`src/rtl/bp_fe_queue_enq.sv`:
```
// FE->BE queue transmitter: packs fetch results or FE exceptions into
// bp_fe_queue_s messages and buffers them in an els_p-entry circular FIFO
// presented to the back end with a valid/yumi handshake.
//
// Message layout (MSB first):
//   [msg_w-1]        msg_type (e_fe_fetch / e_fe_exception)
//   fetch payload:   {pc, instr, branch_metadata_fwd}, upper-aligned padding zero
//   exception:       {zero pad, vaddr, exception_code}

package bp_fe_queue_enq_pkg;

  typedef enum logic [1:0] {
    e_bp_inv_cfg     = 2'd0,
    e_bp_default_cfg = 2'd1
  } bp_params_e;

  typedef enum logic [0:0] {
    e_fe_fetch     = 1'b0,
    e_fe_exception = 1'b1
  } bp_fe_msg_type_e;

  typedef enum logic [1:0] {
    e_instr_misaligned   = 2'd0,
    e_itlb_miss          = 2'd1,
    e_instr_access_fault = 2'd2,
    e_instr_page_fault   = 2'd3
  } bp_fe_exception_code_e;

  function automatic int cfg_vaddr_width(input bp_params_e cfg);
    case (cfg)
      e_bp_default_cfg: return 39;
      default:          return 39;
    endcase
  endfunction

  function automatic int cfg_br_metadata_width(input bp_params_e cfg);
    case (cfg)
      e_bp_default_cfg: return 35;
      default:          return 35;
    endcase
  endfunction

  // Message = 1 type bit + the wider of the fetch / exception payloads.
  function automatic int bp_fe_queue_width(input int vaddr_w, input int meta_w);
    int fetch_w;
    int exc_w;
    fetch_w = vaddr_w + 32 + meta_w;
    exc_w   = vaddr_w + $bits(bp_fe_exception_code_e);
    return 1 + ((fetch_w > exc_w) ? fetch_w : exc_w);
  endfunction

endpackage

module bp_fe_queue_enq
  import bp_fe_queue_enq_pkg::*;
#(
  parameter bp_params_e bp_params_p = e_bp_inv_cfg,
  parameter int els_p = 4,
  localparam int vaddr_width_p = cfg_vaddr_width(bp_params_p),
  localparam int branch_metadata_fwd_width_p = cfg_br_metadata_width(bp_params_p),
  localparam int fe_queue_width_lp = bp_fe_queue_width(vaddr_width_p, branch_metadata_fwd_width_p)
) (
  input  logic                                   clk_i,
  input  logic                                   reset_i,

  input  logic                                   fetch_v_i,
  input  logic [vaddr_width_p-1:0]               fetch_pc_i,
  input  logic [31:0]                            fetch_instr_i,
  input  logic [branch_metadata_fwd_width_p-1:0] fetch_br_metadata_i,
  output logic                                   fetch_yumi_o,

  input  logic                                   exc_v_i,
  input  logic [vaddr_width_p-1:0]               exc_vaddr_i,
  input  logic [$bits(bp_fe_exception_code_e)-1:0] exc_code_i,
  output logic                                   exc_yumi_o,

  output logic                                   enq_ready_o,
  input  logic                                   flush_i,

  output logic [fe_queue_width_lp-1:0]           fe_queue_o,
  output logic                                   fe_queue_v_o,
  input  logic                                   fe_queue_yumi_i
);

  localparam int idx_w   = $clog2(els_p);
  localparam int ptr_w   = idx_w + 1;
  localparam int fetch_w = vaddr_width_p + 32 + branch_metadata_fwd_width_p;
  localparam int exc_w   = vaddr_width_p + $bits(bp_fe_exception_code_e);
  localparam logic [ptr_w-1:0] ptr_one = ptr_w'(1);

  logic [ptr_w-1:0]             r_wptr;
  logic [ptr_w-1:0]             r_rptr;
  logic [fe_queue_width_lp-1:0] r_mem [els_p];

  logic                         w_full;
  logic                         w_empty;
  logic                         w_enq;
  logic                         w_deq;
  logic [fe_queue_width_lp-1:0] w_msg;

  assign w_empty = (r_wptr == r_rptr);
  assign w_full  = (r_wptr[idx_w-1:0] == r_rptr[idx_w-1:0]) &&
                   (r_wptr[idx_w] != r_rptr[idx_w]);

  assign enq_ready_o  = ~w_full & ~reset_i;
  assign fe_queue_v_o = ~w_empty;
  assign fe_queue_o   = r_mem[r_rptr[idx_w-1:0]];

  assign w_enq = (exc_v_i | fetch_v_i) & enq_ready_o & ~flush_i;
  assign w_deq = fe_queue_yumi_i & fe_queue_v_o & ~flush_i;

  assign exc_yumi_o   = w_enq & exc_v_i;
  assign fetch_yumi_o = w_enq & fetch_v_i & ~exc_v_i;

  // Message formation; exception wins, unused payload bits stay zero.
  always_comb begin
    w_msg = '0;
    if (exc_v_i) begin
      w_msg[fe_queue_width_lp-1] = e_fe_exception;
      w_msg[exc_w-1:0]           = {exc_vaddr_i, exc_code_i};
    end else begin
      w_msg[fe_queue_width_lp-1] = e_fe_fetch;
      w_msg[fetch_w-1:0]         = {fetch_pc_i, fetch_instr_i, fetch_br_metadata_i};
    end
  end

  // Pointer update; flush overrides any enqueue/dequeue in the same cycle.
  always_ff @(posedge clk_i or posedge reset_i) begin
    if (reset_i) begin
      r_wptr <= '0;
      r_rptr <= '0;
    end else if (flush_i) begin
      r_wptr <= '0;
      r_rptr <= '0;
    end else begin
      if (w_enq) r_wptr <= r_wptr + ptr_one;
      if (w_deq) r_rptr <= r_rptr + ptr_one;
    end
  end

  // Storage array write; contents are not reset, only the pointers are.
  always_ff @(posedge clk_i) begin
    if (w_enq) r_mem[r_wptr[idx_w-1:0]] <= w_msg;
  end

endmodule
```
`config.mk`:
```
export PLATFORM = sky130hd
export DESIGN_NAME = bp_fe_queue_enq
export DESIGN_NICKNAME = d
export VERILOG_FILES = /design/src/rtl/bp_fe_queue_enq.sv
export SDC_FILE = /design/constraint.sdc
export NUM_CORES = 1
export LEC_CHECK = 0
export ABC_AREA = 1
export ABC_CLOCK_PERIOD_IN_PS = 6750
export BUFFER_PORTS_ARGS = -buffer_cell sky130_fd_sc_hd__buf_2
export CAP_MARGIN = 0
export CORE_ASPECT_RATIO = 1.75
export CORE_UTILIZATION = 35
export DETAILED_ROUTE_END_ITERATION = 7
export GPL_ROUTABILITY_DRIVEN = 0
export HOLD_SLACK_MARGIN = 0.15
export PLACE_DENSITY = 0.53
export SLEW_MARGIN = 20
export SYNTH_ARGS = -nofsm -noshare
export SYNTH_HDL_FRONTEND = slang
export SYNTH_SLANG_ARGS = --single-unit
```
`constraint.sdc`:
```
create_clock -name clk_i -period 6.75 [get_ports clk_i]
set_input_delay 0 -clock clk_i [delete_from_list [all_inputs] [get_ports clk_i]]
set_output_delay 0 -clock clk_i [all_outputs]
set_load 0.05 [all_outputs]
```
==> results of run 1 <==
layout make-up:
cell class              instances  area (sq um)
diodes                          1          2.50
well taps                     654           818
clock buffers                  49          1030
fillers                      4524         27000
inverters                      80           308
clock inverters                19           124
repair buffers                433          3010
flip-flops and latches        434         13000
multi-input cells             776          3590
critical path, cell delays in order (launching register included):
cell,delay (ps)
dfrtp_4,740
inv_6,720
buf_4,860
o21ai_0,170
o22ai_1,360
buf_2,340
per-layer routing:
metal	routed length, microns	vias to the layer above
li1	-	5660
met1	18100	5842
met2	23500	365
met3	2260	76
met4	1610	0
met5	0	-
cell families (layout without fill, tap and decap cells):
family,count (synthesis),count (layout)
AOI/OAI and AO/OA,322,322
DFF,434,434
and+or+nand+nor,448,448
buffers and inverters,167,581
xor gates and xnor gates,1,1
adders and majority gates,5,5
other,0,1
per-stage QoR:
step | total power, W | cell area (sq um) | util (%)
after floorplan | 0.00451 | 17400 | -
after global placement | 0.00499 | 19200 | 39.2
after detailed placement | 0.00501 | 19200 | 39.3
after CTS | 0.00714 | 21900 | 44.8
after global routing | 0.00733 | 21900 | 44.8
final | 0.00706 | 21900 | 44.8
cell usage in the layout, fill, tap and decap left out:
cell type,synthesis,layout
edfxtp_1,428,428
nor2_1,287,283
buf_2,13,262
o21ai_0,192,192
dlygate4sd3_1,0,154
nand2_1,145,145
o22ai_1,107,107
inv_1,76,76
clkbuf_16,0,40
o21ai_1,22,22
buf_4,7,15
clkinv_1,1,9
clkbuf_1,46,9
clkinv_2,0,7
nand3_1,6,6
ha_1,5,5
nor2_4,0,4
dfrtp_1,6,4
nand4_1,3,3
inv_6,1,2
nand2_2,2,2
nand3_2,2,2
inv_2,1,2
buf_12,0,2
dfrtp_4,0,2
diode_2,0,1
inv_4,1,1
nand4_4,1,1
or2_2,1,1
nand3_4,1,1
xor2_1,1,1
a21oi_1,1,1
clkinv_8,0,1
bufinv_16,0,1
registers in the layout (all words and copies together) (netlist names):
signal / count
r_mem: 428
r_rptr: 3
r_wptr: 3
synthesized netlist by cell type:
master,count
a21oi_1,1
buf_1,5
buf_2,13
buf_4,7
buf_6,14
clkbuf_1,46
clkbuf_2,2
clkinv_1,1
dfrtp_1,6
edfxtp_1,428
ha_1,5
inv_1,76
inv_2,1
inv_4,1
inv_6,1
nand2_1,145
nand2_2,2
nand3_1,6
nand3_2,2
nand3_4,1
nand4_1,3
nand4_4,1
nor2_1,287
o21ai_0,192
o21ai_1,22
o22ai_1,107
or2_2,1
xor2_1,1
report_power, final:
| part | switching [W] | internal, W | leakage, nW |
|---|---|---|---|
| Clock | 0.000938 | 0.00113 | 0.571 |
| Combinational | 0.00144 | 0.000430 | 3.70 |
| Sequential | 0.0000576 | 0.00307 | 4.00 |
| Total | 0.00243 | 0.00463 | 8.27 |
final timing paths:
check / from / to / depth (start not counted)
worst max-delay path: r_rptr[0] / fe_queue_o[95] / 5
worst min-delay path: exc_v_i / r_mem[1][65] / 2
worst max register to register: r_rptr[0] / r_mem[0][31] / 9
worst min register to register: r_rptr[2] / r_rptr[2] / 2
max in group asynchronous: reset_i / r_rptr[1] / 4
min in group asynchronous: reset_i / r_wptr[2] / 4
timing repair:
action	CTS	global route
hold endpoints to repair	436	0
setup endpoints to repair	0	0
hold buffers	154	0
gates resized for setup	0	0
==> impl_results.md, run 1 <==
- Outcome: finished, final reports clean
- Critical Path RT: roughly 6800 ps
- Post-synth top area share: 74.1%
- Mean post-synth cell area: roughly 13 sq um
- Adder-cell share of the synthesized area: 0.361%
- Setup slack, reg-to-reg: 3160 ps
- Max-capacitance violation count: 0
- Post-synthesis net count: 1535
- Clock Tree Buf Depth: 3
- Final hold viol count: 0
- Largest net degree at the start of global routing: 126
- Setup ws final: 2800 ps
- Area grow syn2layout: 26.2%
- Pwr Density: 322 mW/mm^2
- FMAX: 253 MHz
- Post-Syn Area: 0.0174 sq mm
- Total vias in the final route: approximately 12000
- Initial antenna violation count: 1
- Worst Max-Slew Pin Slew: 1050 ps
- Grt peak-use layer: met2
- Peak VDD IR: 162 uV
- DP Worst Slack: approximately 3200 ps
- Clock transition at path regs: 60 ps
- Global-route wire length before repair: 67900 microns
- Final nets: a little under 2000
- Area of the core: 0.0489 sq mm
- Layout Cells excl Fill: 2446
- Worst-Skew Late Latency: 540 ps
- Initial core utilization: a little over a third
- CP endpoint kind: output port
- Final antenna-violating net count: 0
- Post-synthesis sequential area ratio: 74.9%
- DP HPWL: 26100 microns
- CTS buffer count: 39
- Synth Area in Compound Gates: between 10% and 20%
- Post-synthesis xor/xnor area fraction: 0.0505%
- WL per Instance: 18.6 microns
- Combinational family with the most area after synthesis: simple AND/OR/NAND/NOR gates
- RSZ-0062 raised after global routing: false
- Top fanout value on the critical path: 125
- Post-synth top area cell: edfxtp_1
- Fraction of layout instances using a drive strength above 1: 19.3%
- Top post-synthesis cells by area: edfxtp_1, nor2_1, o21ai_0
- Max-slew headroom: 30.1%
- Iter 0 DRT Violations: 880
- Yosys reg bits: 434
- Overflow after GRT: 0
- Met3 GRT Util: 2.51%
- # DRC: 0
- Crit share post-route: 58.4%
- Minimum clock period: 3950 ps
- Clock skew: 15.0 ps
- LEAKAGE: 8.27 nW
- Simple-gate portion of the synthesized area: 10.1%
- # rows: 107
- Mux share of post-synthesis cell area: 0%
- CP Launch Type: register
- Drt first pass iters: 5
- Fin Hold WS: 251 ps
- Slew Limit Fails: 0
- Post-CTS Setup Bufs: 0
- Mean number of vias per cell: just under 5
- Synth unique cells: 28
- GR Util met1: 21.1%
- Critical path type: register to output port
- Post-Route WL: 45500 microns
- Setup TNS: 0 ps
- GRT Util Overall: roughly 18%
- Placed insts: about 2200
- Die height: slightly below 300 microns
- Clock sink count: 434
- Data arrival, critical path: 3950 ps
- Vias in the first global route: 12000
- Final setup vio count: 0
- Hold crit path type: input pin to register
- PortBufs: 263
- I/O pin total: 264
- DIE AREA: 0.0505 sq mm
- Synth warnings: 0
- H-tree depth: 2
- CTS tree: built
- GR Util met2: about a third
- Cells after synthesis: 1377
- CTS root buffer: clkbuf_16
- Die Width: between 150 and 200 microns
No activity file was read; power rests on OpenSTA's default activity.
==> run 2: changes to the inputs <==
Settings changed: ABC_CLOCK_PERIOD_IN_PS 6750 to 4100.
Clock period 6.75 ns to 4.1 ns, I/O delays scaled along.
==> impl_results.md, run 2 (synthesis gave the netlist of run 1 again) <==
- Initial antenna violation count: 1 (unchanged)
- Critical path type: register to output port
- Drt first pass iters: 4 (-1)
- Critical Path RT: 4100 ps (-2650 ps)
- Minimum clock period: roughly 3100 ps
- GRT Util Overall: 17.8% (-0.041 points)
- Fillers: 4478 (-1.0%)
- Pwr Density: 538 mW/mm^2 (+67%)
- CTS root buffer: clkbuf_16
- Vias in the first global route: 11800 (-0.95%)
- Final antenna-violating net count: 0 (unchanged)
- Area grow syn2layout: 27.4%
- Clock skew: 16.6 ps (+1.58 ps)
- Die Width: 170 microns (unchanged)
- Clock Tree Buf Depth: 3 (unchanged)
- Slew Limit Fails: 0 (unchanged)
- Critical path's slowest cell: buf_4
- Worst Max-Slew Pin Slew: 1020 ps (-25.7 ps)
- Area of the core: 0.0489 sq mm (unchanged)
- Outcome: finished, final reports clean
- Largest net degree at the start of global routing: 216 (+71%)
- CTS buffer count: 39 (unchanged)
- Peak VDD IR: 268 uV (+65%)
- Iter 0 DRT Violations: 706 (-20%)
- Max-slew headroom: 31.8% (+1.7 points)
- Cell Chain, Critical Path: inv_4, buf_4, o21ai_0, o22ai_1, buf_2
- Setup ws final: 992 ps (-1810 ps)
- FF-to-FF End: r_rptr[0]
- Final setup vio count: 0 (unchanged)
- Top fanout value on the critical path: 68 (-46%)
- Initial core utilization: 35.5% (unchanged)
- Overflow after GRT: 0 (unchanged)
- Depth of the most critical reg-to-reg path: 6 (-3)
- Worst-Skew Late Latency: 530 ps (about the same)
- RSZ-0062 raised after global routing: false
- PortBufs: 263 (unchanged)
- H-tree depth: 2 (unchanged)
- Fraction of layout instances using a drive strength above 1: 19.6% (+0.28 points)
- Clock power share: 30.7% (+1.5 points)
- DP Worst Slack: 1300 ps (-1870 ps)
- Post-CTS Setup Bufs: 0 (unchanged)
- Total vias in the final route: 11900 (-0.24%)
- Cell family with the largest share of critical-path delay: buffers and inverters
- DIE AREA: 0.0505 sq mm (unchanged)
- Die height: 297 microns (unchanged)
- CP Launch Type: register
- LEAKAGE: 8.35 nW (+0.97%)
- Data arrival, critical path: 3110 ps (-840 ps)
- Gate power share: 26.3% (about the same)
- Clock transition at path regs: 70 ps (about the same)
- # DRC: 0 (unchanged)
- Sequential Power Share: 43.0% (-1.3 points)
- Setup slack, reg-to-reg: 1140 ps (-2020 ps)
- I/O pin total: 264 (unchanged)
- NetSw: 0.00403 W (+66%)
- Post-Route WL: 45200 microns (-0.64%)
- Hold-fix buffers, CTS: 155 (+0.65%)
- DP HPWL: 26000 microns (-0.36%)
- Final hold viol count: 0 (unchanged)
- Crit path from: r_rptr[1]
- Max-capacitance violation count: 0 (unchanged)
- Global-route wire length before repair: 67800 microns (-0.10%)
- Worst Setup EP: fe_queue_o[46]
- Final nets: 1926 (+0.21%)
- Stages on the worst setup path: 5 (unchanged)
- CP endpoint kind: output port
- P_int: 0.00785 W (+70%)
- Tot Pwr: 0.0119 W (+68%)
- Utilization after layout: 45.3% (+0.44 points)
- Hold crit path type: input pin to register
- Most frequent cells in the layout: edfxtp_1, nor2_1, buf_2, o21ai_0, dlygate4sd3_1
- Mean number of vias per cell: 4.86 (-0.45%)
- R2R Path Start: r_rptr[0]
- Buf/Inv on CP: 3 (unchanged)
- Layout Cells excl Fill: 2451 (+0.20%)
- # rows: 107 (unchanged)
- Crit share post-route: between 70 and 80%
- Largest stage delay, worst path: 740 ps (-120 ps)
- Post-CTS sizing: 0 (unchanged)
- Switching share of power: 33.9% (-0.52 points)
- Placed insts: 2226 (+0.13%)
- Max reg flops: 428 (unchanged)
- Clock sink count: 434 (unchanged)
- WL per Instance: 18.4 microns (-0.85%)
- CTS tree: built
- FMAX: roughly 320 MHz
- Commonest non-fill, non-tap cell in the layout: edfxtp_1
[run 2: changes by cell type in the layout (fill, tap and decap cells not counted), moves of 2 or more]
cell	change
clkinvlp_4	+2
clkinv_2	-3
bufinv_16	+3
clkbuf_1	-6
buf_12	+6
clkinv_1	+4
buf_4	-3
[run 2: layout make-up]
type | instances | area, sq um | area share, %
Clock inverter | 25 | 229 | 1.04
Clock buffer | 44 | 1040 | 4.69
Tap cell | 654 | 818 | 3.70
Timing Repair Buffer | 437 | 3110 | 14.1
Inverter | 80 | 308 | 1.39
Sequential cell | 434 | 13000 | 58.8
Multi-Input combinational cell | 776 | 3590 | 16.3
Antenna cell | 1 | 2.50 | 0.0113
[run 2: per-layer routing]
metal / part of all wire (%) / wire, microns / vias up / global-route usage (%)
li1: - / - / 5678 / -
met1: 41 / 18300 / 5823 / 21.6
met2: 51 / 23100 / 332 / 31.3
met3: 3.9 / 1770 / 81 / 2.18
met4: 4.5 / 2020 / 0 / 8.77
met5: 0 / 0 / - / 0
[run 2: worst register-to-register path: cells and delay by family (launching register included)]
kind	cells	cell delay, ps
buf+inv	4	1860
simple gates	2	400
flops	1	640
[run 2: worst min path at each step]
stage | start | to | slack [ps] | depth (start not counted)
floorplan | reset_i | r_rptr[0] | -190 | 1
global placement | reset_i | r_wptr[2] | -3 | 2
detailed placement | reset_i | r_wptr[2] | -10 | 2
CTS | fe_queue_yumi_i | r_rptr[2] | 320 | 4
global route | fe_queue_yumi_i | r_rptr[1] | 360 | 4
finish | fetch_instr_i[4] | r_mem[3][39] | 360 | 4
[run 2: power by group through the flow]
stage	Sequential, W	Clock, W	Combinational [W]
floorplan	0.00519	0	0.00223
global placement	0.00521	0	0.00302
detailed placement	0.00521	0	0.00304
CTS	0.00512	0.00372	0.00318
global route	0.00513	0.00387	0.00334
finish	0.00512	0.00365	0.00312
[run 2: stage by stage]
stage	TNS (ps)	instance area [sq um]	hold slack [ps]
final	0	22100	355
after global routing	0	22100	363
after CTS	0	22100	319
after detailed placement	0	19300	-10.5
after global placement	0	19300	-2.60
after floorplan	-186830	17400	-185
